--- config.mk ---
export PLATFORM = sky130hd
export DESIGN_NAME = arbitro_compuerta
export DESIGN_NICKNAME = d
export VERILOG_FILES = /design/src/rtl/arbitro_compuerta.sv
export SDC_FILE = /design/constraint.sdc
export NUM_CORES = 1
export LEC_CHECK = 0
export BUFFER_PORTS_ARGS = -buffer_cell sky130_fd_sc_hd__buf_2
export CAP_MARGIN = 20
export CELL_PAD_IN_SITES_DETAIL_PLACEMENT = 1
export CELL_PAD_IN_SITES_GLOBAL_PLACEMENT = 1
export CORE_ASPECT_RATIO = 1.25
export CORE_UTILIZATION = 43
export CTS_CLUSTER_DIAMETER = 200
export DETAILED_ROUTE_END_ITERATION = 8
export HOLD_SLACK_MARGIN = 0.06
export PLACE_DENSITY = 0.82
export SYNTH_ARGS = -nofsm -noshare
export SYNTH_HDL_FRONTEND = slang
export SYNTH_SLANG_ARGS = --single-unit
--- constraint.sdc ---
create_clock -name clock -period 2.6 [get_ports clock]
set_input_delay 0.39 -clock clock [delete_from_list [all_inputs] [get_ports clock]]
set_output_delay 0.39 -clock clock [all_outputs]
set_load 0.03 [all_outputs]
--- src/rtl/arbitro_compuerta.sv ---
// arbitro_compuerta: arbiter and sequencer for the shared barrier gate and PIN
// checker of a two-lane (entry/exit) parking access point. It grants the PIN
// checker to one lane at a time, opens the gate after a valid PIN, tracks lot
// occupancy, and latches a lockout after repeated bad PINs.
module arbitro_compuerta #(
   parameter int CAPACIDAD    = 8,
   parameter int ANCHO_OCUP   = 4,
   parameter int MAX_INTENTOS = 3,
   parameter int TIMEOUT      = 1000,
   parameter int ANCHO_TMR    = 10
) (
   input  logic                  clock,
   input  logic                  reset,
   input  logic                  llegada_entrada,
   input  logic                  llegada_salida,
   input  logic                  pin_valido,
   input  logic                  pin_invalido,
   input  logic                  sensor_paso,
   input  logic                  desbloqueo,
   output logic                  habilitar_pin,
   output logic                  carril,
   output logic                  senal_compuerta,
   output logic                  senal_alarma_pin,
   output logic                  senal_alarma_bloqueo,
   output logic                  senal_lleno,
   output logic [ANCHO_OCUP-1:0] ocupacion
);

   localparam int ANCHO_INT = (MAX_INTENTOS < 1) ? 1 : $clog2(MAX_INTENTOS + 1);

   localparam logic [ANCHO_OCUP-1:0] CAP_L   = ANCHO_OCUP'(CAPACIDAD);
   localparam logic [ANCHO_INT-1:0]  MAX_L   = ANCHO_INT'(MAX_INTENTOS);
   localparam logic [ANCHO_TMR-1:0]  TMR_FIN = ANCHO_TMR'(TIMEOUT - 1);

   typedef enum logic [1:0] {
      IDLE        = 2'd0,
      VERIFICANDO = 2'd1,
      ABIERTA     = 2'd2,
      BLOQUEO     = 2'd3
   } estado_t;

   estado_t               estado, estado_sig;
   logic                  ultimo_carril, ultimo_sig;
   logic                  carril_sig;
   logic [ANCHO_INT-1:0]  intentos, intentos_sig, intentos_inc;
   logic [ANCHO_TMR-1:0]  timer, timer_sig;
   logic [ANCHO_OCUP-1:0] ocup_sig;
   logic                  alarma_pin_sig;
   logic                  req_e, req_s;
   logic                  llegada_activa;

   // A lane only counts as requesting if the move it implies is possible:
   // no entry into a full lot, no exit from an empty one.
   assign req_e          = llegada_entrada & ~senal_lleno;
   assign req_s          = llegada_salida & (ocupacion != '0);
   assign llegada_activa = carril ? llegada_salida : llegada_entrada;
   assign intentos_inc   = intentos + 1'b1;

   // Full flag decoded from the registered count, so it never glitches.
   assign senal_lleno = (ocupacion == CAP_L);

   // Next-state and next-datapath logic for the gate sequencer.
   always_comb begin
      estado_sig     = estado;
      carril_sig     = carril;
      ultimo_sig     = ultimo_carril;
      intentos_sig   = intentos;
      timer_sig      = timer;
      ocup_sig       = ocupacion;
      alarma_pin_sig = 1'b0;
      case (estado)
         IDLE: begin
            if (req_e || req_s) begin
               // On contention the lane that was not served last wins.
               carril_sig = (req_e && req_s) ? ~ultimo_carril : req_s;
               ultimo_sig = carril_sig;
               timer_sig  = '0;
               estado_sig = VERIFICANDO;
            end
         end
         VERIFICANDO: begin
            if (!llegada_activa) begin
               estado_sig = IDLE;
            end else if (pin_invalido) begin
               // A simultaneous valid pulse is treated as a bad PIN.
               intentos_sig   = intentos_inc;
               alarma_pin_sig = 1'b1;
               timer_sig      = '0;
               if (intentos_inc == MAX_L) begin
                  estado_sig = BLOQUEO;
               end
            end else if (pin_valido) begin
               intentos_sig = '0;
               estado_sig   = ABIERTA;
            end else if (timer == TMR_FIN) begin
               estado_sig = IDLE;
            end else begin
               timer_sig = timer + 1'b1;
            end
         end
         ABIERTA: begin
            if (sensor_paso) begin
               estado_sig = IDLE;
               // Saturating update: the count never wraps past full or empty.
               if (!carril && (ocupacion != CAP_L)) begin
                  ocup_sig = ocupacion + 1'b1;
               end else if (carril && (ocupacion != '0)) begin
                  ocup_sig = ocupacion - 1'b1;
               end
            end
         end
         BLOQUEO: begin
            if (desbloqueo) begin
               intentos_sig = '0;
               estado_sig   = IDLE;
            end
         end
         default: begin
            estado_sig = IDLE;
         end
      endcase
   end

   // State register.
   always_ff @(posedge clock or negedge reset) begin
      if (!reset) begin
         estado <= IDLE;
      end else begin
         estado <= estado_sig;
      end
   end

   // Lane, attempt, timeout and occupancy registers.
   always_ff @(posedge clock or negedge reset) begin
      if (!reset) begin
         carril        <= 1'b0;
         ultimo_carril <= 1'b1;
         intentos      <= '0;
         timer         <= '0;
         ocupacion     <= '0;
      end else begin
         carril        <= carril_sig;
         ultimo_carril <= ultimo_sig;
         intentos      <= intentos_sig;
         timer         <= timer_sig;
         ocupacion     <= ocup_sig;
      end
   end

   // Registered Moore outputs, decoded from the state being entered.
   always_ff @(posedge clock or negedge reset) begin
      if (!reset) begin
         habilitar_pin        <= 1'b0;
         senal_compuerta      <= 1'b0;
         senal_alarma_pin     <= 1'b0;
         senal_alarma_bloqueo <= 1'b0;
      end else begin
         habilitar_pin        <= (estado_sig == VERIFICANDO);
         senal_compuerta      <= (estado_sig == ABIERTA);
         senal_alarma_pin     <= alarma_pin_sig;
         senal_alarma_bloqueo <= (estado_sig == BLOQUEO);
      end
   end

endmodule

==> metrics.txt <==
reg2reg start=ocupacion[0]$_DFFE_PN0P_; Die Area=3330 um^2; routability cong.=slightly below 0.8; syn_area_per_cell=9.89 um^2; DR pass1 iterations=3; # rows=22; area grow syn2layout=12.7%; Worst Hold Margin=0.372 ns; Final Hold Violating Endpoints=0; IO Pins=18; Fin Setup TNS=0 ns; Critical Path AT=2.61 ns; Die Height=64.3 um; global-route wire length before repair=approximately 5300 um; critical path fanouts, max=7; number of global-route vias before repair=around 1.2k; grt total ovfl=0; initial antenna violation count=0; YS warnings=0; Initial Utilization=between 40% and 50%; switching share of power=between 40% and 50%; gr usage total=around a fifth; Routed WL=between 3000 and 4000 um; outcome=completed; WP buf/inv=0; Slew Viols, Final=0; Crit path max-delay family=simple AND/OR/NAND/NOR gates; via count=roughly 1.1k; Worst Setup SP=ocupacion[0]$_DFFE_PN0P_; CTS Buf Count=3; worst min path class=in -> reg; Clk network pwr share=12.1%; top cell type's share of synthesized area=43.1%; slew of the pin with the lowest slew margin=~0.55 ns; nets@finish=170; DP HPWL=about 2400 um; CTS root buf=clkbuf_4; total of max-cap violations=0; core footprint=2950 um^2; Yosys reg bits=24; largest net degree at the start of global routing=25; Critical Path Source Type=flip-flop; leakage dissipation=0.669 nW; worst vdd rail ir drop=648 uV; placed cell count=187; FILL cells=341; fraction of the cycle the final worst path needs=92.3%; combinational share of power=about half; Longest Clk Path Bufs=2; Switch Pwr=roughly 0.74 mW; main area contributors after synthesis=dfrtp_1, a21oi_1, ha_1; PortBufs=17; WL/cell=approximately 16 um; register area share after synthesis=45.1%; Pint=between 0.8 and 0.9 mW; PD cells=1070 nW/um^2; multi-input logic area=692 um^2; Starting DRT DRC Count=20; cts repair resizes=0; CTS clk-pin slew, worst paths=0.13 ns; max incr delay on CP=0.60 ns; cell mode on critical path=xnor2_1; Util after Layout=51.1%; fin cells=between 150 and 200; die width=51.8 um; syn_nets=about 150; ant diodes=0; Worst Min Path Start=pin_valido; FMAX=between 400 and 500 MHz; cell taking the most area after synthesis=dfrtp_1; CP Data Required Time=approximately 2.8 ns; clk_skew=between 0.002 and 0.0025 ns; cell area after synthesis=between 1000 and 1500 um^2; endpoint class of the critical path=flip-flop; worst-path cell chain=or4b_4 > or2b_1 > ha_1 > a21o_1 > a21oi_1 > xnor2_1 > nand2_1 > xnor2_1; Crit-path slowest cell=or4b_4; htree depth=1; RSZ-0062 raised after global routing=no; via-per-instance ratio=roughly 5.7; crit path time final=roughly 2.4 ns; Sink Count=24; critical path class=reg -> reg; ys flop type=dfrtp_1; Final setup viols=0; share of layout cells above drive strength 1=between 20% and 30%; Synth cell types=45; Seq pwr share=between 30% and 40%; relative slew slack=63.5%; post-route ant nets=0; # DRC=0; Post-synth EDFFs=0; latest clock arrival within the worst-skew pair=0.31 ns; Post-synth ARST share=100%; cell count after synthesis=135; sequential cell area=~600 um^2; TritonCTS clock tree=yes
==> stage by stage <==
step | worst slack (ns) | instance area [um^2] | total power, mW
finish | 0.200 | 1500 | 1.61
global route | 0.0696 | 1500 | 1.73
CTS | 0.186 | 1500 | 1.64
detailed placement | 0.213 | 1460 | 1.43
global placement | 0.286 | 1460 | 1.38
floorplan | 0.169 | 1340 | 1.22
==> metal layers <==
layer	up-vias	wire length, um	part of all wire, %	global-route usage (%)
met3	2	46	1.5	2.86
met5	-	0	0	0
met2	11	1800	58	39.6
li1	536	-	-	-
met1	544	1250	40	24.1
met4	0	18	0.58	6.08
==> state kept, by name (all words and copies together) (netlist names) <==
name,flops
habilitar_pin,1
carril,1
intentos,2
ocupacion,4
senal_alarma_bloqueo,1
senal_alarma_pin,1
timer,10
senal_compuerta,1
ultimo_carril,1
estado,2
==> cell usage after synthesis, types with 4 or more instances <==
cell and n:
a21oi_1 11, dfrtp_1 23, ha_1 4, inv_1 6, nand2_1 13, nand3_1 8
nor2_1 7, o21ai_0 7, o21ai_1 4, o31ai_1 4, xnor2_1 4
==> final timing paths <==
path	end	slack, ns	cells past startpoint
hold / removal	timer[4]$_DFFE_PN0P_	0.37	3
setup / recovery	ocupacion[3]$_DFFE_PN0P_	0.20	8
max in group asynchronous	ultimo_carril$_DFFE_PN1P_	1.65	2
hold reg to reg	intentos[1]$_DFFE_PN0P_	0.54	2
min in group asynchronous	timer[7]$_DFFE_PN0P_	0.58	2
setup reg to reg	ocupacion[3]$_DFFE_PN0P_	0.20	8
==> worst reg2reg max path: cells and delay by family, from the launching register on <==
family / cells / cell delay [ns]
and+or+nand+nor: 3 / 0.96
DFF: 1 / 0.50
AOI/OAI and AO/OA: 2 / 0.34
adders and majority gates: 1 / 0.26
xor gates and xnor gates: 2 / 0.25
==> kinds of logic (layout without fill, tap and decap cells) <==
| kind of cell | count (synthesis) | after routing | share of synthesized area [%] |
|---|---|---|---|
| AND/OR/NAND/NOR | 54 | 54 | 22.8 |
| AO/OA/AOI/OAI | 36 | 36 | 18.9 |
| flip-flops | 24 | 24 | 45.1 |
| buffers and inverters | 9 | 30 | 3.09 |
| adder cells (fa/ha/maj) | 5 | 5 | 5.25 |
| XOR/XNOR | 5 | 5 | 3.28 |
| multiplexers | 2 | 2 | 1.59 |
==> area by class of cell <==
type	instances	area share (%)
clock buffer	4	2.41
inverter	7	1.75
multi-input combinational	102	46.0
sequential	24	40.0
tap	36	3.00
timing repair buffer	19	6.82
==> power groups by stage <==
stage	combinational, mW	sequential (mW)	clock, mW
5_1_grt	0.893	0.623	0.217
6_report	0.808	0.608	0.196
3_5_place_dp	0.817	0.611	0
2_1_floorplan	0.525	0.700	0
4_1_cts	0.824	0.607	0.209
3_3_place_gp	0.783	0.596	0
==> layout by cell type, fill, tap and decap left out, types with 6 or more instances in the layout <==
cell type / n
dfrtp_1: 23
o21ai_0: 7
nand2_1: 13
nand3_1: 8
buf_2: 17
nor2_1: 7
inv_1: 6
a21oi_1: 11
==> timing repair <==
item / in CTS / in global routing
endpoints found under the hold margin: 23 / 0
buffers inserted: 0 / 0
hold buffers: 1 / 0
Power figures use the tool's default switching activity.
